==> src/rtl/mult_pipe_rs.sv <==
// Pipelined signed/unsigned multiplier with round-half-up scaling, saturation and a
// valid/ready handshake; PIPE registered stages, the last one scales and saturates.
module mult_pipe_rs #(
  parameter int unsigned A_W   = 8,
  parameter int unsigned B_W   = 8,
  parameter int unsigned OUT_W = 16,
  parameter int unsigned SHIFT = 0,
  parameter int unsigned PIPE  = 2
) (
  input  logic                 clk,
  input  logic                 rst,
  input  logic [A_W-1:0]       din_a,
  input  logic [B_W-1:0]       din_b,
  input  logic                 din_signed,
  input  logic                 din_vld,
  output logic                 din_rdy,
  output logic [OUT_W-1:0]     dout,
  output logic [A_W+B_W-1:0]   dout_full,
  output logic                 dout_sat,
  output logic                 dout_signed,
  output logic                 dout_vld,
  input  logic                 dout_rdy
);

  localparam int unsigned W  = A_W + B_W;
  localparam int unsigned NS = PIPE - 1;
  localparam logic [W:0]  RND = (W+1)'((64'd1 << SHIFT) >> 1);

  logic [W-1:0]  p_q [NS];
  logic [NS-1:0] vld_q;
  logic [NS-1:0] sgn_q;

  logic                 stall;
  logic signed [A_W:0]  a_ext;
  logic signed [B_W:0]  b_ext;
  logic signed [W-1:0]  prod;
  logic [W-1:0]         p_last;
  logic                 s_last;
  logic signed [W:0]    t_ext;
  logic signed [W:0]    t_rnd;
  logic signed [W:0]    t_sh;
  logic                 ovf;
  logic [OUT_W-1:0]     sat_val;
  logic [OUT_W-1:0]     scaled;

  assign stall   = dout_vld && !dout_rdy;
  assign din_rdy = !stall;

  // One extra bit lets signed and unsigned operands share a single signed multiplier;
  // only the low W bits of the product are kept, so a W-bit modular multiply suffices.
  always_comb begin
    a_ext = {din_signed & din_a[A_W-1], din_a};
    b_ext = {din_signed & din_b[B_W-1], din_b};
    prod  = W'(a_ext) * W'(b_ext);
  end

  always_comb begin
    p_last = p_q[NS-1];
    s_last = sgn_q[NS-1];
    t_ext  = s_last ? {p_last[W-1], p_last} : {1'b0, p_last};
    t_rnd  = t_ext + RND;
    t_sh   = s_last ? (t_rnd >>> SHIFT) : (t_rnd >> SHIFT);
    if (s_last) begin
      ovf     = !((&t_sh[W:OUT_W-1]) || !(|t_sh[W:OUT_W-1]));
      sat_val = t_sh[W] ? {1'b1, {(OUT_W-1){1'b0}}} : {1'b0, {(OUT_W-1){1'b1}}};
    end else begin
      ovf     = |t_sh[W:OUT_W];
      sat_val = {OUT_W{1'b1}};
    end
    scaled = ovf ? sat_val : t_sh[OUT_W-1:0];
  end

  // The whole pipe advances or holds as one; bubbles are held too.
  always_ff @(posedge clk) begin
    if (rst) begin
      vld_q       <= '0;
      dout        <= '0;
      dout_full   <= '0;
      dout_sat    <= 1'b0;
      dout_signed <= 1'b0;
      dout_vld    <= 1'b0;
    end else if (!stall) begin
      vld_q[0] <= din_vld;
      sgn_q[0] <= din_signed;
      p_q[0]   <= prod;
      for (int i = 1; i < NS; i++) begin
        vld_q[i] <= vld_q[i-1];
        sgn_q[i] <= sgn_q[i-1];
        p_q[i]   <= p_q[i-1];
      end
      dout_vld    <= vld_q[NS-1];
      dout        <= scaled;
      dout_full   <= p_last;
      dout_sat    <= ovf;
      dout_signed <= s_last;
    end
  end

endmodule

==> config.mk <==
export PLATFORM = sky130hd
export DESIGN_NAME = mult_pipe_rs
export DESIGN_NICKNAME = d
export VERILOG_FILES = /design/src/rtl/mult_pipe_rs.sv
export SDC_FILE = /design/constraint.sdc
export NUM_CORES = 1
export LEC_CHECK = 0
export ABC_AREA = 1
export BUFFER_PORTS_ARGS = -buffer_cell sky130_fd_sc_hd__buf_2
export CAP_MARGIN = 5
export CORE_MARGIN = 3
export CORE_UTILIZATION = 50
export CTS_CLUSTER_SIZE = 24
export DETAILED_ROUTE_END_ITERATION = 6
export PLACE_DENSITY_LB_ADDON = 0.25
export SYNTH_ARGS = -nofsm -noshare
export SYNTH_HDL_FRONTEND = slang
export SYNTH_SLANG_ARGS = --single-unit
==> constraint.sdc <==
create_clock -name clk -period 4.1 [get_ports clk]
set_clock_uncertainty 0.05 [all_clocks]
set_input_delay 0.205 -clock clk [delete_from_list [all_inputs] [get_ports clk]]
set_output_delay 0.205 -clock clk [all_outputs]
set_load 0.005 [all_outputs]
==> Word level (Yosys, flattened, before mapping) <==
Memory sizes are Yosys's and may differ from the RTL's.
Index checks and enable logic that the tools add are counted.
{ "word_totals": {"ff_bits": 37, "latchBits": 0, "ram_bits": 16, "mem_bits_ro": 0, "output_inout_bits": 36, "wordCells": 30, "n_memories": 1} }
{ "classes": {"add_sub_neg": 0, "mul": 1, "div_mod_pow": 0, "order_cmp": 0, "eq_ne": 0, "shifts": 0, "n_mux": 8, "bitwise_logic": 4, "n_reduce_logical": 9} }
{ "mem_list": {"columns": ["memory", "depth", "word_bits", "rd", "rd_ports_with_merged_regs", "wr", "line", "rtl"], "rows": [
  ["p_q", 1, 16, 1, 0, 1, "29", "logic [W-1:0] p_q [NS];"]
]} }
{ "ops": {"columns": ["cell", "n"], "rows": [
  ["$mux 16", 3],
  ["$mux 17", 1],
  ["$mul 9x9->16", 1],
  ["$logic_not 1->1", 4],
  ["$mux 1", 4],
  ["$reduce_and 2->1", 2],
  ["$and 1x1->1", 2],
  ["$not 1->1", 2],
  ["$reduce_or 2->1", 1],
  ["$logic_and 1x1->1", 1],
  ["$logic_or 1x1->1", 1]
]} }

==> Logic depth before layout (Yosys ltp) <==
Gate-level depths: netlist of the first run.
{ "logic_depth": {"ltp_word": 7, "ltp_mapped": 22, "ltp_nobuf": 21} }

==> Least setup slack after synthesis of the first run <==
Ideal clock, no wire load.
{ "synth_path": {"kind": "input to register", "from": "in din_a[0]", "to": "mem p_q[0][13] (netlist name) (data pin)", "setup_ns": 0.259, "arrival_time_ns": 4.140, "required_ns": 3.791, "slack_ns": -0.349, "stages": 16, "n_path_buf": 1, "cell_sequence": "clkbuf_1 > or2_2 > fa_1 > fa_1 > inv_1 > fa_1 > fa_1 > inv_1 > fa_1 > inv_1 > ha_1 > a21oi_1 > o21ai_1 > nand2_1 > nand2_1 > xor2_1"} }
{ "synth_via": {"elab_chain_cells": 1} }
{ "synth_lines": {"columns": ["item", "line", "rtl"], "rows": [
  ["start, declared", "12", "input logic [A_W-1:0] din_a,"],
  ["$mul 9x9->16", "54", "prod = W'(a_ext) * W'(b_ext);"],
  ["via prod[13]", "36", "logic signed [W-1:0] prod;"],
  ["end, declared", "29", null]
]} }
The timed path passes the listed nets, and every way through them passes these cells.

==> Worst setup path after layout of the first run <==
{ "layout_path": {"from": "in din_signed", "to": "mem p_q[0][11] (netlist name) (data pin)"} }
{ "layout_via": {"elab_chain_cells": 2, "elab_cells_between_ends": 3, "cone_classes": "mul: 1; bitwise: 2"} }
{ "layout_lines": {"columns": ["item", "line", "rtl"], "rows": [
  ["start, declared", "14", "input logic din_signed,"],
  ["$and 1x1->1 (on tied branches)", "52, 53", null],
  ["$mul 9x9->16 *", "54", null],
  ["via prod[11]", "36", null]
]} }
Mark *: on every way through the listed nets, which the timed path passes. The rest lies on a longest branch.

==> impl_metrics.toml, run 1 <==
[min_path]
min_to = "vld_q"
whs_path_depth = 3
hp-class = "primary input to flop"
hold_path.startpoint = "din_vld"

[grt]
grt_pass1_vias = 3775
grt_start_max_net_pins = 39
grt_pass1_wl_um = 16200
grt_overflow = 0
antenna_found_initial = 0
track_usage_pct = 19.2

[power]
p_switching_uw = 1580
p_per_area_nw_per_um2 = 647
swShare_pct = 42.1
p_total_uw = 3760
p_int_uw = 2180
p_leak_uw = 0.00318
ir_drop_mv = 0.377
combPwrFrac_pct = 71.0
p_seq_share_pct = 21.4
clkPwrFrac_pct = 7.5

[placement]
dpl_cell_area_um2 = 5460
placed_cells = 760
io_buffers = 56
routabilityCongestion = 0.921
dp_slack_ns = -0.390
dp_hpwl_um = 7990

[synthesis]
ys.flop_type = "dfxtp_1"
synthArstFlopShare_pct = 0
synth-simple-area-share_pct = 16.5
synth_area_leaders = "fa_1 27%, dfxtp_1 15%, nand2_1 13%, inv_1 11%, edfxtp_1 11%"
ys_seq_area_share_pct = 26.2
synth.distinct_cells = 29
synth_enable_flop_cells = 17
avgSynthCellArea_um2 = 8.24
synth_top_family_by_area = "adder cells"
synthCells = 569
synth.most_common_cell = "nand2_1"
synthXorXnorAreaFrac_pct = 1.68
synth_compound_area_share_pct = 5.52
yosys_register_bits = 53
synth.net_count = 686
yosysWarnings = 0
yosysTopAreaCellShare_pct = 26.9
synth_adder_area_share_pct = 35.7
synth.area.mux_share_pct = 0
synth_common_cells = "157 x nand2_1, 141 x inv_1, 63 x fa_1, 41 x a21oi_1, 36 x dfxtp_1"
synth_top_area_cell = "fa_1"
syn-cell-area_um2 = 4690

[timing]
setup_viol = 0
fin_crit_sh_pct = 98.0
final.setup.worst_slack_ns = 0.0821
rsz0062_at_grt = "yes"
finalCriticalPeriod_ns = 4.02
finalHoldViolCount = 0
max_freq_mhz = 249
slew_violations = 0
tightest_slew_ns = 0.603
max_slew_margin_pct = 59.8

[setup_path]
rrSetupSlack_ns = 2.32
cp-start-kind = "primary input"
worstSetupEndpointType = "flop"
crit_chain = "buf_8 -> nand2_8 -> or2_4 -> fa_1 -> fa_1 -> inv_2 -> fa_1 -> fa_1 -> inv_2 -> fa_1 -> inv_2 -> ha_4 -> a21oi_4 -> o21ai_2 -> buf_4 -> a21oi_1 -> xnor2_1"
slowest_stage = "fa_1"
cp_common_cell = "fa_1"
worst_r2r_path_depth = 5
cp.arrival_ns = 4.03
critPathMaxFanout = 5
timing.rr.start = "dout_vld"
r2r_end = "p_q[0][6]"
critical-path-max-stage-delay_ns = 0.53
crit_family = "adder cells"
crit_type = "primary input to flop"
crit_required_ns = 4.11
path_buf_inv = 5

[cells_and_area]
nets = 779
layout-drive-gt1-share_pct = 27.0
diodes = 0
area_growth_pct = 23.9
fillers = 767
final_cells = 771
stdcell_area_um2 = 5810

[floorplan]
die_h_um = 103
ios = 57
die-area_um2 = 10600
die_w_um = 103
start_util_pct = 52.5
core_area_um2 = 8930
num_rows = 34

[cts]
cts_sinks = 53
htree_levels = 2
worstSkewPairLatency_ns = 0.30
cts_hold_buf = 0
cts_tree = "built"
ctsLongestPathBuffers = 2
cts_made_buffers = 5
cts_root_buffer = "clkbuf_8"
clk_pin_slew_worst_paths_ns = 0.10

[route]
drt_wl_total_um = 9780
drc = 0
first_iter_violations = 161
dr.pass1.iters = 4
via_per_inst = 4.85
detail-route-antenna-nets = 0
wl_per_cell_um = 12.7
vias = 3742

[status]
status = "finished, final reports clean"

[run]
max_cap_viol_count = 0
routing by layer:
layer	track usage, %	vias up	wire (µm)
met5	0	-	0
met4	5.58	0	227
met3	2.57	23	343
met2	36.8	70	5220
met1	22.3	1791	3990
li1	-	1858	-
cell families after synthesis:
| logic type | after synthesis |
|---|---|
| buffers and inverters | 168 |
| flip-flops | 53 |
| XOR/XNOR | 9 |
| AND/OR/NAND/NOR | 193 |
| AO/OA/AOI/OAI | 50 |
| adder cells (fa/ha/maj) | 96 |
state kept, by name (all words and copies together), names as in the netlist:
register     count
vld_q            1
p_q             16
dout_full       16
dout_sat         1
dout_vld         1
dout_signed      1
s_last           1
dout            16
layout by cell type, fill, tap and decap left out, types with 7 or more instances in the layout:
| cell | count |
|---|---|
| a21oi_1 | 37 |
| buf_2 | 50 |
| buf_4 | 58 |
| dfxtp_1 | 36 |
| edfxtp_1 | 17 |
| fa_1 | 60 |
| ha_1 | 19 |
| ha_4 | 13 |
| inv_1 | 131 |
| inv_2 | 11 |
| nand2_1 | 147 |
| nand2_2 | 8 |
| nand3_1 | 7 |
| nor2_1 | 13 |
worst reg2reg max path: stages, from the launching register on:
cell and delay (ns):
dfxtp_1 0.32, inv_1 0.06, nor2_2 0.03, buf_4 0.24, nor2_1 0.48, buf_4 0.30
cell type report:
class / count / area (µm²) / share of cell area, %
Clock buffer: 6 / 72.6 / 1.25
Inverter: 143 / 544 / 9.36
Tap cell: 108 / 135 / 2.33
Timing Repair Buffer: 111 / 723 / 12.4
Clock inverter: 2 / 13.8 / 0.237
Sequential cell: 53 / 1230 / 21.2
Multi-Input combinational cell: 348 / 3090 / 53.2
power by group through the flow:
stage	clock network [µW]	registers [µW]	logic [µW]
4_1_cts	291	808	2170
3_3_place_gp	0	816	2040
5_1_grt	315	822	2990
6_report	283	807	2670
3_5_place_dp	0	819	2090
2_1_floorplan	0	820	1400
metrics by stage:
stage	setup TNS (ns)	hold WS [ns]	utilization (%)
after detailed placement	-2.12	0.381	61.1
after global routing	-0.162	0.105	65.1
after CTS	0	0.0988	62.4
final	0	0.0957	65.1
after floorplan	-0.267	0.254	-
after global placement	-1.67	0.374	61.1
how the worst max path moves through the flow:
stage / slack [ns] / endpoint / startpoint / depth (start not counted)
3_3_place_gp: -0.28 / p_q[0][15] / din_signed / 20
5_1_grt: -0.05 / p_q[0][15] / din_a[7] / 20
6_report: 0.08 / p_q[0][11] / din_signed / 17
3_5_place_dp: -0.39 / p_q[0][14] / din_b[7] / 19
2_1_floorplan: -0.12 / p_q[0][15] / din_b[7] / 19
4_1_cts: 0.006 / p_q[0][15] / din_signed / 20
repair_timing:
| action | in CTS | in global routing |
|---|---|---|
| resized for setup | 6 | 58 |
| buffers inserted | 0 | 3 |
| gates cloned | 0 | 0 |
| setup endpoints to repair | 2 | 7 |
| endpoints found under the hold margin | 0 | 0 |
| pin swaps | 1 | 28 |
No activity file was read; power rests on OpenSTA's default activity.
==> run 2: changes to the inputs <==
- ABC_CLOCK_PERIOD_IN_PS: unset -> 4100
- MAX_ROUTING_LAYER: unset -> met4
==> run 2 against run 1 <==
Compared with the run above:
- sequential power about the same
- core utilization up 0.52 points
- routed wire length down 2.2%
- non-clock buffer count up 2
- register-to-register slack better by 0.02 ns
- worst setup slack better by 0.024 ns
- cell area up 0.80%
- critical path type unchanged
==> impl_metrics.toml, run 2 (synthesis results as in run 1) <==
[status]
status = "finished, final reports clean"

[cells_and_area]
layout_common_cells = "147 x nand2_1, 128 x inv_1, 62 x fa_1"
layout-drive-gt1-share_pct = 26.9
final_common_cell = "nand2_1"
diodes = 0
regArea_um2 = 1230
top_regs = "dout x16, dout_full x16, p_q x16"
area_growth_pct = 24.9
stdcell_area_um2 = 5860
nets = 781
fin_util_pct = 65.6
fillers = 732
multi_input_area_um2 = 3060

[timing]
tightest_slew_ns = 0.611
holdWs_ns = 0.0997
finalHoldViolCount = 0
setup_viol = 0
slew_violations = 0
fin_crit_sh_pct = 97.4
finalCriticalPeriod_ns = 3.99
max_slew_margin_pct = 59.3
max_freq_mhz = 250

[route]
drc = 0
wl_per_cell_um = 12.4
detail-route-antenna-nets = 0
dr.pass1.iters = 4
drt_wl_total_um = 9560
vias = 3767
via_per_inst = 4.87
first_iter_violations = 166

[placement]
dpl_cell_area_um2 = 5460
routabilityCongestion = 0.897
dp_hpwl_um = 7870
io_buffers = 56

[grt]
grt_pass1_vias = 3786
grt_overflow = 0
antenna_found_initial = 0
track_usage_pct = 19.7
grt_start_max_net_pins = 39
grt_pass1_wl_um = 16200

[cts]
clk_pin_slew_worst_paths_ns = 0.09
worstSkewPairLatency_ns = 0.30
cts_made_buffers = 5
htree_levels = 2
cts_root_buffer = "clkbuf_8"
cts_hold_buf = 0
cts_tree = "built"
cts_sinks = 53
ctsLongestPathBuffers = 2

[floorplan]
core_area_um2 = 8930
start_util_pct = 52.5
die_h_um = 103
ios = 57
die-area_um2 = 10600
die_w_um = 103
num_rows = 34

[run]
max_cap_viol_count = 0

[setup_path]
crit_type = "primary input to flop"
crit_required_ns = 4.11
worstSetupEndpointType = "flop"
rrSetupSlack_ns = 2.34
cp-start-kind = "primary input"
critPathMaxFanout = 7
cp.arrival_ns = 4.00

[power]
p_total_uw = 3580
p_leak_uw = 0.00320
ir_drop_mv = 0.364
p_per_area_nw_per_um2 = 610

[min_path]
hp-class = "primary input to flop"
[run 2: cell count changes in the layout (fill, tap and decap cells not counted), sizes merged]
cell,delta
buf,+2
clkbuf,+1
clkinv,+1
inv,-2
[run 2: where the power goes]
| part | leakage (µW) | internal, µW | switching [µW] |
|---|---|---|---|
| clock | 0.0000536 | 159 | 160 |
| combinational | 0.00268 | 1190 | 1260 |
| sequential | 0.000465 | 756 | 50.2 |
[run 2: path summary, 6_finish.rpt]
path                end        from  cells past startpoint
min               vld_q     din_vld                      3
max reg2reg   p_q[0][9]    dout_vld                      5
min reg2reg    dout_sat    dout_sat                      2
max          p_q[0][14]  din_signed                     19
[run 2: layout make-up]
| class | count | share of cell area (%) |
|---|---|---|
| Multi-Input combinational cell | 348 | 52.2 |
| Inverter | 143 | 9.38 |
| Sequential cell | 53 | 21.0 |
| Timing Repair Buffer | 113 | 13.3 |
| Clock inverter | 1 | 0.150 |
| Tap cell | 108 | 2.31 |
| Clock buffer | 7 | 1.67 |
[run 2: stage by stage]
stage	TNS [ns]	worst slack, ns	std cells
after floorplan	-0.267	-0.123	569
after global placement	-1.72	-0.309	760
after detailed placement	-2.15	-0.386	760
after CTS	0	0.0105	768
after global routing	-0.0316	-0.0210	773
final	0	0.106	773
[run 2: what timing repair did]
action	CTS	global route
pin swaps	2	31
gates cloned	0	0
gates resized for setup	3	69
setup buffers	0	5
setup endpoints to repair	2	7
[run 2: worst max-delay path, cell delays in order]
cell and delay, ns:
buf_12 0.10, nand2_8 0.05, clkinv_8 0.07, nand2_8 0.05, buf_4 0.13, fa_1 0.52, inv_2 0.08, fa_1 0.48
fa_1 0.56, inv_2 0.04, fa_1 0.52, inv_1 0.06, ha_4 0.24, ha_4 0.25, inv_2 0.06, o21ai_0 0.08
a31oi_1 0.21, nand3_1 0.12, xor2_1 0.15
[run 2: layer usage]
layer	GRT usage (%)	vias up	wire [µm]
met5	-	-	0
met2	35.6	77	5230
met3	2.23	10	371
li1	-	1855	-
met4	3.39	0	93
met1	24.3	1825	3870
